## config.mk

```make
export PLATFORM = sky130hd
export DESIGN_NAME = dll_lock_ctrl_flat
export DESIGN_NICKNAME = d
export VERILOG_FILES = /design/src/rtl/dll_pkg.sv /design/src/rtl/dll_lock_ctrl_if.sv /design/src/rtl/dll_pos_mirror.sv /design/src/rtl/dll_lock_ctrl.sv /design/src/flat_wrapper.sv
export SDC_FILE = /design/constraint.sdc
export NUM_CORES = 1
export LEC_CHECK = 0
export BUFFER_PORTS_ARGS = -buffer_cell sky130_fd_sc_hd__buf_2
export CAP_MARGIN = 20
export CORE_UTILIZATION = 40
export DETAILED_ROUTE_END_ITERATION = 10
export GPL_TIMING_DRIVEN = 0
export SKIP_CTS_REPAIR_TIMING = 1
export SLEW_MARGIN = 10
export SYNTH_ARGS = -nofsm -noshare
export SYNTH_HDL_FRONTEND = slang
export SYNTH_SLANG_ARGS = --single-unit
```

## constraint.sdc

```tcl
create_clock -name clk -period 2.3 [get_ports clk]
set_input_delay 0.23 -clock clk [delete_from_list [all_inputs] [get_ports clk]]
set_output_delay 0.23 -clock clk [all_outputs]
set_load 0.02 [all_outputs]
```

## src/rtl/dll_pkg.sv

```systemverilog
// Shared types and default parameters for the DLL lock controller.
package dll_pkg;

    localparam int unsigned L_DEF        = 16;
    localparam int unsigned M_DEF        = 16;
    localparam int unsigned SETTLE_DEF   = 4;
    localparam int unsigned LOCK_CNT_DEF = 3;
    localparam int unsigned LOSS_CNT_DEF = 4;

    typedef enum logic [2:0] {
        StIdle,
        StCoarse,
        StSettleC,
        StFine,
        StSettleF,
        StLocked
    } dll_state_e;

    // Width of a counter that must hold 0..n; never narrower than one bit.
    function automatic int unsigned cnt_width(input int unsigned n);
        return (n < 2) ? 1 : $clog2(n + 1);
    endfunction

endpackage

```

## src/rtl/dll_lock_ctrl_if.sv

```systemverilog
// Phase-detector inputs, step outputs and position mirrors of the DLL lock controller.
interface dll_lock_ctrl_if
    import dll_pkg::*;
#(
    parameter int unsigned L = L_DEF,
    parameter int unsigned M = M_DEF
);
    localparam int unsigned FW = $clog2(L + 1);
    localparam int unsigned CW = $clog2(M + 1);

    logic          start;
    logic          pd_valid;
    logic          pd_late;
    logic          comp_in;
    logic          fine_en;
    logic          up;
    logic          coarse_en;
    logic          locked;
    logic          sat;
    logic [FW-1:0] fine_pos;
    logic [CW-1:0] coarse_pos;

    modport master (
        output start, pd_valid, pd_late,
        input  comp_in, fine_en, up, coarse_en, locked, sat, fine_pos, coarse_pos
    );

    modport slave (
        input  start, pd_valid, pd_late,
        output comp_in, fine_en, up, coarse_en, locked, sat, fine_pos, coarse_pos
    );
endinterface

```

## src/rtl/dll_pos_mirror.sv

```systemverilog
// Mirror of the fine/coarse delay-line codes with carry/borrow and range saturation.
module dll_pos_mirror
    import dll_pkg::*;
#(
    parameter int unsigned L = L_DEF,
    parameter int unsigned M = M_DEF
) (
    input  logic                     clk,
    input  logic                     rst_n,
    input  logic                     fine_req,
    input  logic                     coarse_req,
    input  logic                     dir,
    input  logic                     sat_clr,
    output logic                     step_ok,
    output logic [$clog2(L+1)-1:0]   fine_pos,
    output logic [$clog2(M+1)-1:0]   coarse_pos,
    output logic                     sat
);
    localparam int unsigned FW = $clog2(L + 1);
    localparam int unsigned CW = $clog2(M + 1);
    localparam logic [FW-1:0] FineMax   = FW'(L);
    localparam logic [CW-1:0] CoarseMax = CW'(M);

    logic [FW-1:0] fine_q, fine_d;
    logic [CW-1:0] coarse_q, coarse_d;
    logic          sat_q, sat_d;
    logic          wrap_up, wrap_dn, fine_ok, coarse_ok;

    // Legality of the requested step and next mirror values.
    always_comb begin
        wrap_up   = dir && (fine_q == FineMax);
        wrap_dn   = !dir && (fine_q == '0);
        fine_ok   = !(wrap_up && coarse_q == CoarseMax) && !(wrap_dn && coarse_q == '0);
        coarse_ok = dir ? (coarse_q != CoarseMax) : (coarse_q != '0);
        step_ok   = fine_req ? fine_ok : coarse_ok;

        fine_d   = fine_q;
        coarse_d = coarse_q;
        sat_d    = sat_q;
        if (sat_clr) begin
            sat_d = 1'b0;
        end else if ((fine_req || coarse_req) && !step_ok) begin
            sat_d = 1'b1;
        end
        if (fine_req && fine_ok) begin
            // Fine chain end rolls into the next coarse tap, as the shift registers do.
            if (wrap_up) begin
                fine_d   = '0;
                coarse_d = coarse_q + 1'b1;
            end else if (wrap_dn) begin
                fine_d   = FineMax;
                coarse_d = coarse_q - 1'b1;
            end else begin
                fine_d = dir ? fine_q + 1'b1 : fine_q - 1'b1;
            end
        end else if (coarse_req && coarse_ok) begin
            coarse_d = dir ? coarse_q + 1'b1 : coarse_q - 1'b1;
        end
    end

    // Mirror and saturation registers.
    always_ff @(posedge clk or negedge rst_n) begin
        if (!rst_n) begin
            fine_q   <= '0;
            coarse_q <= '0;
            sat_q    <= 1'b0;
        end else begin
            fine_q   <= fine_d;
            coarse_q <= coarse_d;
            sat_q    <= sat_d;
        end
    end

    assign fine_pos   = fine_q;
    assign coarse_pos = coarse_q;
    assign sat        = sat_q;
endmodule

```

## src/rtl/dll_lock_ctrl.sv

```systemverilog
// DLL lock controller: coarse search, fine tracking, lock detection and loss of lock.
module dll_lock_ctrl
    import dll_pkg::*;
#(
    parameter int unsigned L        = L_DEF,
    parameter int unsigned M        = M_DEF,
    parameter int unsigned SETTLE   = SETTLE_DEF,
    parameter int unsigned LOCK_CNT = LOCK_CNT_DEF,
    parameter int unsigned LOSS_CNT = LOSS_CNT_DEF
) (
    input logic            clk,
    input logic            rst_n,
    dll_lock_ctrl_if.slave bus
);
    localparam int unsigned SW = cnt_width(SETTLE);
    localparam int unsigned RW = cnt_width(LOCK_CNT);
    localparam int unsigned LW = cnt_width(LOSS_CNT);
    localparam logic [SW-1:0] SettleLd = SW'(SETTLE);
    localparam logic [RW-1:0] LockThr  = RW'(LOCK_CNT);
    localparam logic [LW-1:0] LossThr  = LW'(LOSS_CNT);

    dll_state_e    state_q, state_d;
    logic [SW-1:0] settle_q, settle_d;
    logic [RW-1:0] rev_q, rev_d, rev_next;
    logic [LW-1:0] loss_q, loss_d, loss_next;
    logic          first_q, first_d;      // no earlier sample in this phase to compare with
    logic          last_dir_q, last_dir_d;
    logic          fine_en_q, coarse_en_q, comp_in_q, up_q;
    logic          fine_req, coarse_req, sat_clr, step_ok;
    logic          start, pd_valid, pd_late;

    assign start    = bus.start;
    assign pd_valid = bus.pd_valid;
    assign pd_late  = bus.pd_late;

    // Reversal and same-direction run lengths if a fine step in direction pd_late is taken.
    always_comb begin
        if (first_q || pd_late == last_dir_q) begin
            rev_next = '0;
        end else if (rev_q >= LockThr) begin
            rev_next = rev_q;
        end else begin
            rev_next = rev_q + 1'b1;
        end
        loss_next = (loss_q == '0 || pd_late == last_dir_q) ? loss_q + 1'b1 : LW'(1);
    end

    // Next state, counters and step requests.
    always_comb begin
        state_d    = state_q;
        settle_d   = (settle_q != '0) ? settle_q - 1'b1 : '0;
        rev_d      = rev_q;
        loss_d     = loss_q;
        first_d    = first_q;
        last_dir_d = last_dir_q;
        fine_req   = 1'b0;
        coarse_req = 1'b0;
        sat_clr    = 1'b0;
        case (state_q)
            StIdle: begin
                if (start) begin
                    state_d  = StCoarse;
                    sat_clr  = 1'b1;
                    first_d  = 1'b1;
                    rev_d    = '0;
                    loss_d   = '0;
                    settle_d = '0;
                end
            end
            StCoarse: begin
                if (pd_valid) begin
                    first_d    = 1'b0;
                    last_dir_d = pd_late;
                    if (!first_q && pd_late != last_dir_q) begin
                        // Phase detector flipped: coarse bracket found, hand over to fine.
                        state_d = StFine;
                        first_d = 1'b1;
                    end else begin
                        coarse_req = 1'b1;
                        settle_d   = SettleLd;
                        state_d    = StSettleC;
                    end
                end
            end
            StSettleC: begin
                if (settle_q <= SW'(1)) state_d = StCoarse;
            end
            StFine: begin
                if (pd_valid) begin
                    fine_req   = 1'b1;
                    settle_d   = SettleLd;
                    first_d    = 1'b0;
                    last_dir_d = pd_late;
                    rev_d      = rev_next;
                    state_d    = StSettleF;
                end
            end
            StSettleF: begin
                if (settle_q <= SW'(1)) begin
                    if (rev_q >= LockThr) begin
                        state_d = StLocked;
                        rev_d   = '0;
                        loss_d  = '0;
                    end else begin
                        state_d = StFine;
                    end
                end
            end
            StLocked: begin
                // Settling is timed in place so locked stays high between steps.
                if (pd_valid && settle_q == '0) begin
                    fine_req   = 1'b1;
                    settle_d   = SettleLd;
                    last_dir_d = pd_late;
                    rev_d      = rev_next;
                    loss_d     = loss_next;
                    if (loss_next >= LossThr) begin
                        state_d = StSettleF;
                        loss_d  = '0;
                    end
                end
            end
            default: state_d = StIdle;
        endcase
        if (!start) begin
            state_d    = StIdle;
            fine_req   = 1'b0;
            coarse_req = 1'b0;
            sat_clr    = 1'b0;
        end
    end

    // FSM and counter registers.
    always_ff @(posedge clk or negedge rst_n) begin
        if (!rst_n) begin
            state_q    <= StIdle;
            settle_q   <= '0;
            rev_q      <= '0;
            loss_q     <= '0;
            first_q    <= 1'b0;
            last_dir_q <= 1'b0;
        end else begin
            state_q    <= state_d;
            settle_q   <= settle_d;
            rev_q      <= rev_d;
            loss_q     <= loss_d;
            first_q    <= first_d;
            last_dir_q <= last_dir_d;
        end
    end

    // Registered step pulses; directions hold between pulses.
    always_ff @(posedge clk or negedge rst_n) begin
        if (!rst_n) begin
            fine_en_q   <= 1'b0;
            coarse_en_q <= 1'b0;
            comp_in_q   <= 1'b0;
            up_q        <= 1'b0;
        end else begin
            fine_en_q   <= fine_req & step_ok;
            coarse_en_q <= coarse_req & step_ok;
            if (fine_req && step_ok) comp_in_q <= pd_late;
            if (coarse_req && step_ok) up_q <= pd_late;
        end
    end

    logic [$clog2(L+1)-1:0] fine_pos;
    logic [$clog2(M+1)-1:0] coarse_pos;
    logic                   sat;

    dll_pos_mirror #(
        .L (L),
        .M (M)
    ) u_mirror (
        .clk        (clk),
        .rst_n      (rst_n),
        .fine_req   (fine_req),
        .coarse_req (coarse_req),
        .dir        (pd_late),
        .sat_clr    (sat_clr),
        .step_ok    (step_ok),
        .fine_pos   (fine_pos),
        .coarse_pos (coarse_pos),
        .sat        (sat)
    );

    assign bus.fine_en    = fine_en_q;
    assign bus.coarse_en  = coarse_en_q;
    assign bus.comp_in    = comp_in_q;
    assign bus.up         = up_q;
    assign bus.locked     = (state_q == StLocked);
    assign bus.sat        = sat;
    assign bus.fine_pos   = fine_pos;
    assign bus.coarse_pos = coarse_pos;
endmodule
```

## src/flat_wrapper.sv

```systemverilog
// flat-port wrapper written by rule: the top's interface ports become plain ports
module dll_lock_ctrl_flat import dll_pkg::*;
#(
    parameter int unsigned L        = L_DEF,
    parameter int unsigned M        = M_DEF,
    parameter int unsigned SETTLE   = SETTLE_DEF,
    parameter int unsigned LOCK_CNT = LOCK_CNT_DEF,
    parameter int unsigned LOSS_CNT = LOSS_CNT_DEF
)
  (clk, rst_n, bus_start, bus_pd_valid, bus_pd_late, bus_comp_in, bus_fine_en, bus_up, bus_coarse_en, bus_locked, bus_sat, bus_fine_pos, bus_coarse_pos);
  dll_lock_ctrl_if #(.L(L), .M(M)) bus_i ();
  input logic clk;
  input logic rst_n;
  input wire logic [$bits(bus_i.start)-1:0] bus_start;
  input wire logic [$bits(bus_i.pd_valid)-1:0] bus_pd_valid;
  input wire logic [$bits(bus_i.pd_late)-1:0] bus_pd_late;
  output wire logic [$bits(bus_i.comp_in)-1:0] bus_comp_in;
  output wire logic [$bits(bus_i.fine_en)-1:0] bus_fine_en;
  output wire logic [$bits(bus_i.up)-1:0] bus_up;
  output wire logic [$bits(bus_i.coarse_en)-1:0] bus_coarse_en;
  output wire logic [$bits(bus_i.locked)-1:0] bus_locked;
  output wire logic [$bits(bus_i.sat)-1:0] bus_sat;
  output wire logic [$bits(bus_i.fine_pos)-1:0] bus_fine_pos;
  output wire logic [$bits(bus_i.coarse_pos)-1:0] bus_coarse_pos;
  assign bus_i.start = bus_start;
  assign bus_i.pd_valid = bus_pd_valid;
  assign bus_i.pd_late = bus_pd_late;
  assign bus_comp_in = bus_i.comp_in;
  assign bus_fine_en = bus_i.fine_en;
  assign bus_up = bus_i.up;
  assign bus_coarse_en = bus_i.coarse_en;
  assign bus_locked = bus_i.locked;
  assign bus_sat = bus_i.sat;
  assign bus_fine_pos = bus_i.fine_pos;
  assign bus_coarse_pos = bus_i.coarse_pos;
  dll_lock_ctrl #(.L(L), .M(M), .SETTLE(SETTLE), .LOCK_CNT(LOCK_CNT), .LOSS_CNT(LOSS_CNT)) u_core (.clk(clk), .rst_n(rst_n), .bus(bus_i));
endmodule
```

; After elaboration in Yosys (flattened, before gate mapping)
; Index checks and enable logic that the tools add are counted.
; W data, S select, Z words.
[classes]
bitwise = 2
mux = 62
n_addsub = 7
n_eq_ne = 24
reduce_logical = 40
n_lt_le_gt_ge = 3
[ops]
columns = op, count
row1 = $mux W3, 20
row2 = $mux W5, 8
row3 = $mux W1, 20
row4 = $pmux W3 S6, 1
row5 = $mux W2, 7
row6 = $logic_and A1 B1 Y1, 12
row7 = $ne A3 B2 Y1 const B, 4
row8 = $pmux W3 S4, 1
row9 = $reduce_and A6 Y1, 2
row10 = $add A5 B1 Y5 const B, 2
row11 = $eq A5 B5 Y1 const B, 2
row12 = $logic_not A5 Y1, 2
row13 = $sub A5 B1 Y5 const B, 2
row14 = $logic_not A3 Y1, 3
row15 = $ne A3 B3 Y1 const B, 3
row16 = $pmux W3 S3, 1
row17 = $reduce_bool A3 Y1, 3
row18 = $ne A2 B1 Y1 const B, 4
row19 = $pmux W2 S4, 1
row20 = $eq A3 B2 Y1 const B, 2
row21 = $eq A3 B3 Y1 const B, 2
row22 = $ne A2 B2 Y1 const B, 3
row23 = $reduce_bool A2 Y1, 3
row24 = $logic_not A1 Y1, 5
row25 = other kinds (21), 25
[word_totals]
register_bits = 28
input_bits = 5
out_inout_bits = 16

; Longest topological paths before layout
[logic_depth]
ltp_word = 10
depth_mapped = 9
ltp_nobuf = 8

; By module
; A second synthesis with hierarchy kept.
[hier_totals]
hier_cells = 229
area_unflattened_um2 = 2048.2
[modules_own_cells]
columns = mod, cells_per_inst, seq_area_each_um2, area_each_um2, instances
row1 = dll_lock_ctrl, 133, 425.4, 1181.1, 1
row2 = dll_pos_mirror, 96, 275.3, 867.1, 1

; Worst setup path after synthesis
; Ideal clock, no wire load.
[synth_path]
kind = register -> register
start = reg u_core.u_mirror.coarse_q[0] (netlist: u_core.u_mirror.coarse_pos[0])
end = reg u_core.u_mirror.coarse_q[2] (netlist: u_core.u_mirror.coarse_pos[2])
stages_incl_launch_ff = 9
setup_slack_ps = 68
arrival_time_ps = 2098
setup_time_ps = 134
path_buffers = 0
required_ps = 2166
path_cell_list = dfrtp_1 -> inv_1 -> ha_1 -> or3b_2 -> a211oi_4 -> nor2_2 -> a311oi_4 -> nor3_1 -> xor2_1
[synth_between]
elab_chain_len = 7
[synth_rtl]
columns = item, line_no
row1 = from (decl), dll_pos_mirror.sv:25  ; logic [CW-1:0] coarse_q, coarse_d;
row2 = from (signal assigned), dll_pos_mirror.sv:69  ; coarse_q <= coarse_d;
row3 = branches (longest 7 deep; another with $sub A5 B1 Y5), n/a
; Several ways; the timed one is not identified. The select of a mux whose other input is x is not followed.
; A chain may end at the register's enable or synchronous reset.

; Worst setup path after layout
[layout_path]
start = reg u_core.u_mirror.fine_q[0] (netlist: u_core.u_mirror.fine_pos[0])
end = reg u_core.u_mirror.coarse_q[0] (netlist: u_core.u_mirror.coarse_pos[0])
[layout_between]
elab_chain_len = 8
[layout_rtl]
columns = item, line_no
row1 = from (decl), dll_pos_mirror.sv:24  ; logic [FW-1:0] fine_q, fine_d;
row2 = from (signal assigned), dll_pos_mirror.sv:68  ; fine_q <= fine_d;
row3 = $eq A5 B5 Y1 / $logic_not A5 Y1 (equally long branches), "dll_pos_mirror.sv:31, dll_pos_mirror.sv:32"
row4 = $logic_and A1 B1 Y1 (on tied branches), "dll_pos_mirror.sv:31, dll_pos_mirror.sv:32"
row5 = $logic_and A1 B1 Y1, dll_pos_mirror.sv:33  ; fine_ok = !(wrap_up && coarse_q == CoarseMax) && !(wrap_dn && coarse_q == '0);
row6 = $logic_not A1 Y1, dll_pos_mirror.sv:33
row7 = $logic_and A1 B1 Y1, dll_pos_mirror.sv:33
row8 = $logic_and A1 B1 Y1, dll_pos_mirror.sv:45  ; if (fine_req && fine_ok) begin
row9 = $ne A3 B3 Y1 (no source line) / $reduce_bool A2 Y1 (equally long branches), n/a
row10 = $reduce_and A2 Y1 (no source line), n/a
; Several ways; a longest one is shown, not always the timed one.

==> reports/metrics.cfg <==
[logic_synthesis]
synth.distinct_cells = 57
synth_seq_area_share = 0.369
synthArstFlopShare = 1.00
ys_ff_latch = 28
yosysWarnings = 0
ys.flop_type = dfrtp_1
synth_edf_count = 0
synth_area_um2 = 1900
syn_inst = 208
synth_nets = 224
synth.avg_cell_area_um2 = 9.14

[run]
maxCapViolations = 0

[setup_path]
crit_family = simple AND/OR/NAND/NOR gates
path_cells = or4_4 > a211oi_4 > nor2_4 > a311oi_4 > or2_1 > xnor2_1
required_ns = 2.51
r2r_cells = 6
slowest_delay_ns = 0.60
crit_arrival_ns = 2.43
path_class = reg -> reg
critPathMaxFanout = 5
slowest_stage = or4_4
crit_buf_inv = 0
cp-start-kind = flip-flop
end_kind = flip-flop
path_depth = 6

[detailed_routing]
routed_wl_um = 4070
drc = 0
via_per_inst = 5.52
ant_nets = 0
drt-initial-drc-count = 98
avgRoutedWirePerCell_um = 13.9
num_vias = 1617
drtPass1Iterations = 4

[clock_tree]
clk-insertion-delay-late_ns = 0.28
root_buffer = clkbuf_8
clockBufferDepth = 2
cts_tree = done
htree_num_levels = 1
cts_inserted_buffers = 3
clkSinkCount = 28
clk_pin_slew_ns = 0.10

[timing]
hold_viol = 28
worst_slack_ns = 0.0744
holdWs_ns = -0.0328
maxSlewHeadroom = 0.564
post-route-period-util = 0.968
maxSlewViolCount = 0
fin_skew_ns = 0.00484
final-setup-viol-count = 0
fin_setup_tns_ns = 0
fin_crit_ns = 2.23
fmax_mhz = 449
worstMarginPinSlew_ns = 0.655

[cells_and_area]
fin_area_um2 = 2250
final_common_cell = dfrtp_1
diodes = 0
drive_gt1_frac = 0.253
final_cell_mix = dfrtp_1 (25), buf_2 (22), nor2_1 (19), nand2_1 (15), o21ai_0 (15)
area_growth_pct = 18.4
finalNetCount = 258

[global_route]
grt-ovfl-total = 0
grt_pass1_wl_um = 7210
grt_pass1_vias = 1478
grt_start_max_net_pins = 29
antenna_found_initial = 0
grt.total_usage = 0.180

[power_and_ir_drop]
power_leakage_nw = 1.03
power.total_mw = 2.34
switching_share = 0.413
combPwrFrac = 0.502
net-switching-power_uw = 966
pwr_density_cell_nw_per_um2 = 1040
p_seq_frac = 0.327
power.internal_mw = 1.37
clockPowerShare = 0.171
peakVddDrop_mv = 0.423

[outcome]
violations = negative hold slack
status = complete, but fails checks

[floorplan]
core_area_um2 = 4470
die_w_um = 70.9
initial_core_util = 0.425
num_rows = 24
die_area_um2 = 5030
die_y_um = 70.9
ios = 21

[placed_design]
io_buffers = 20
place.gp.congestion = 0.858
dp_slack_ns = -0.179
dpl_cell_area_um2 = 2070
dp_hpwl_um = 2900

[min_path]
hold_class = in -> async

==> power groups by stage <==
stage	sequential [mW]	combinational [mW]	clock (mW)
after floorplan	0.887	0.653	0
after global placement	0.794	1.01	0
after detailed placement	0.798	1.02	0
after CTS	0.786	1.02	0.417
after global routing	0.795	1.30	0.438
final	0.766	1.18	0.400
==> worst paths after layout <==
path,from,end,slack [ns]
max,u_core.u_mirror.fine_pos[0],u_core.u_mirror.coarse_pos[0],0.07
min,rst_n,u_core.loss_q[1],-0.03
max reg2reg,u_core.u_mirror.fine_pos[0],u_core.u_mirror.coarse_pos[0],0.07
min reg2reg,u_core.settle_q[0],u_core.settle_q[0],0.50
max in group asynchronous,rst_n,u_core.u_mirror.fine_pos[0],1.87
min in group clk,bus_start,u_core.state_q[0],0.23
==> sequential cells by signal, summed over array words and instances, names as in the netlist <==
name and flops:
u_core.u_mirror.coarse_pos 5, u_core.u_mirror.fine_pos 5, u_core.loss_q 3, u_core.settle_q 3, u_core.state_q 3, u_core.rev_q 2, u_core.bus.coarse_en 1, u_core.bus.comp_in 1
u_core.bus.fine_en 1, u_core.bus.up 1, u_core.first_q 1, u_core.last_dir_q 1, u_core.u_mirror.sat 1
==> final cells by class <==
cell class | instances | area, um2
Multi-Input combinational cell | 158 | 1150
Sequential cell | 28 | 704
Clock buffer | 3 | 41.3
Buffer | 9 | 40.0
Tap cell | 52 | 65.1
Timing Repair Buffer | 29 | 168
Clock inverter | 1 | 30.0
Inverter | 13 | 48.8
Fill cell | 416 | 2220
==> metal layers <==
metal / vias to the layer above / share of wire / GRT usage
li1: 809 / - / -
met1: 774 / 0.49 / 0.270
met5: - / 0 / 0
met2: 30 / 0.46 / 0.276
met3: 4 / 0.037 / 0.0256
met4: 0 / 0.0091 / 0.0400
==> metrics by stage <==
stage	utilization	cells	hold WS (ns)
final	0.503	293	-0.0328
after global routing	0.503	293	0.0310
after CTS	0.478	284	-0.00284
after detailed placement	0.462	280	0.311
after global placement	0.462	280	0.313
after floorplan	-	208	-0.0656
==> Yosys cell counts (2+ instances only) <==
cell type,number,area share
a31oi_1,3,0.0099
buf_2,2,0.0053
ha_1,10,0.066
a21boi_0,3,0.012
nand2_1,15,0.030
inv_1,13,0.026
o21ai_0,15,0.039
and2_1,2,0.0066
and3_1,2,0.0066
or3_1,3,0.0099
nor3_1,7,0.018
mux2_2,3,0.018
o211ai_1,2,0.0079
nand3_1,5,0.013
a21oi_1,10,0.026
o21ai_1,2,0.0053
mux2i_1,3,0.016
mux2_4,2,0.016
clkbuf_1,5,0.0099
nand2b_1,2,0.0066
nor2b_1,4,0.013
xnor2_1,7,0.032
nor2_1,21,0.041
a32oi_1,2,0.0092
nand4_1,2,0.0066
dfrtp_1,28,0.37
xor2_1,5,0.023
==> cell families after synthesis <==
kind of cell	count (synthesis)	share of synthesized area
and+or+nand+nor	73	0.195
AOI/OAI and AO/OA	54	0.209
DFF	28	0.369
buffers and inverters	22	0.0467
xor gates and xnor gates	12	0.0553
adders and majority gates	11	0.0764
muxes	8	0.0494
Power figures use the tool's default switching activity.
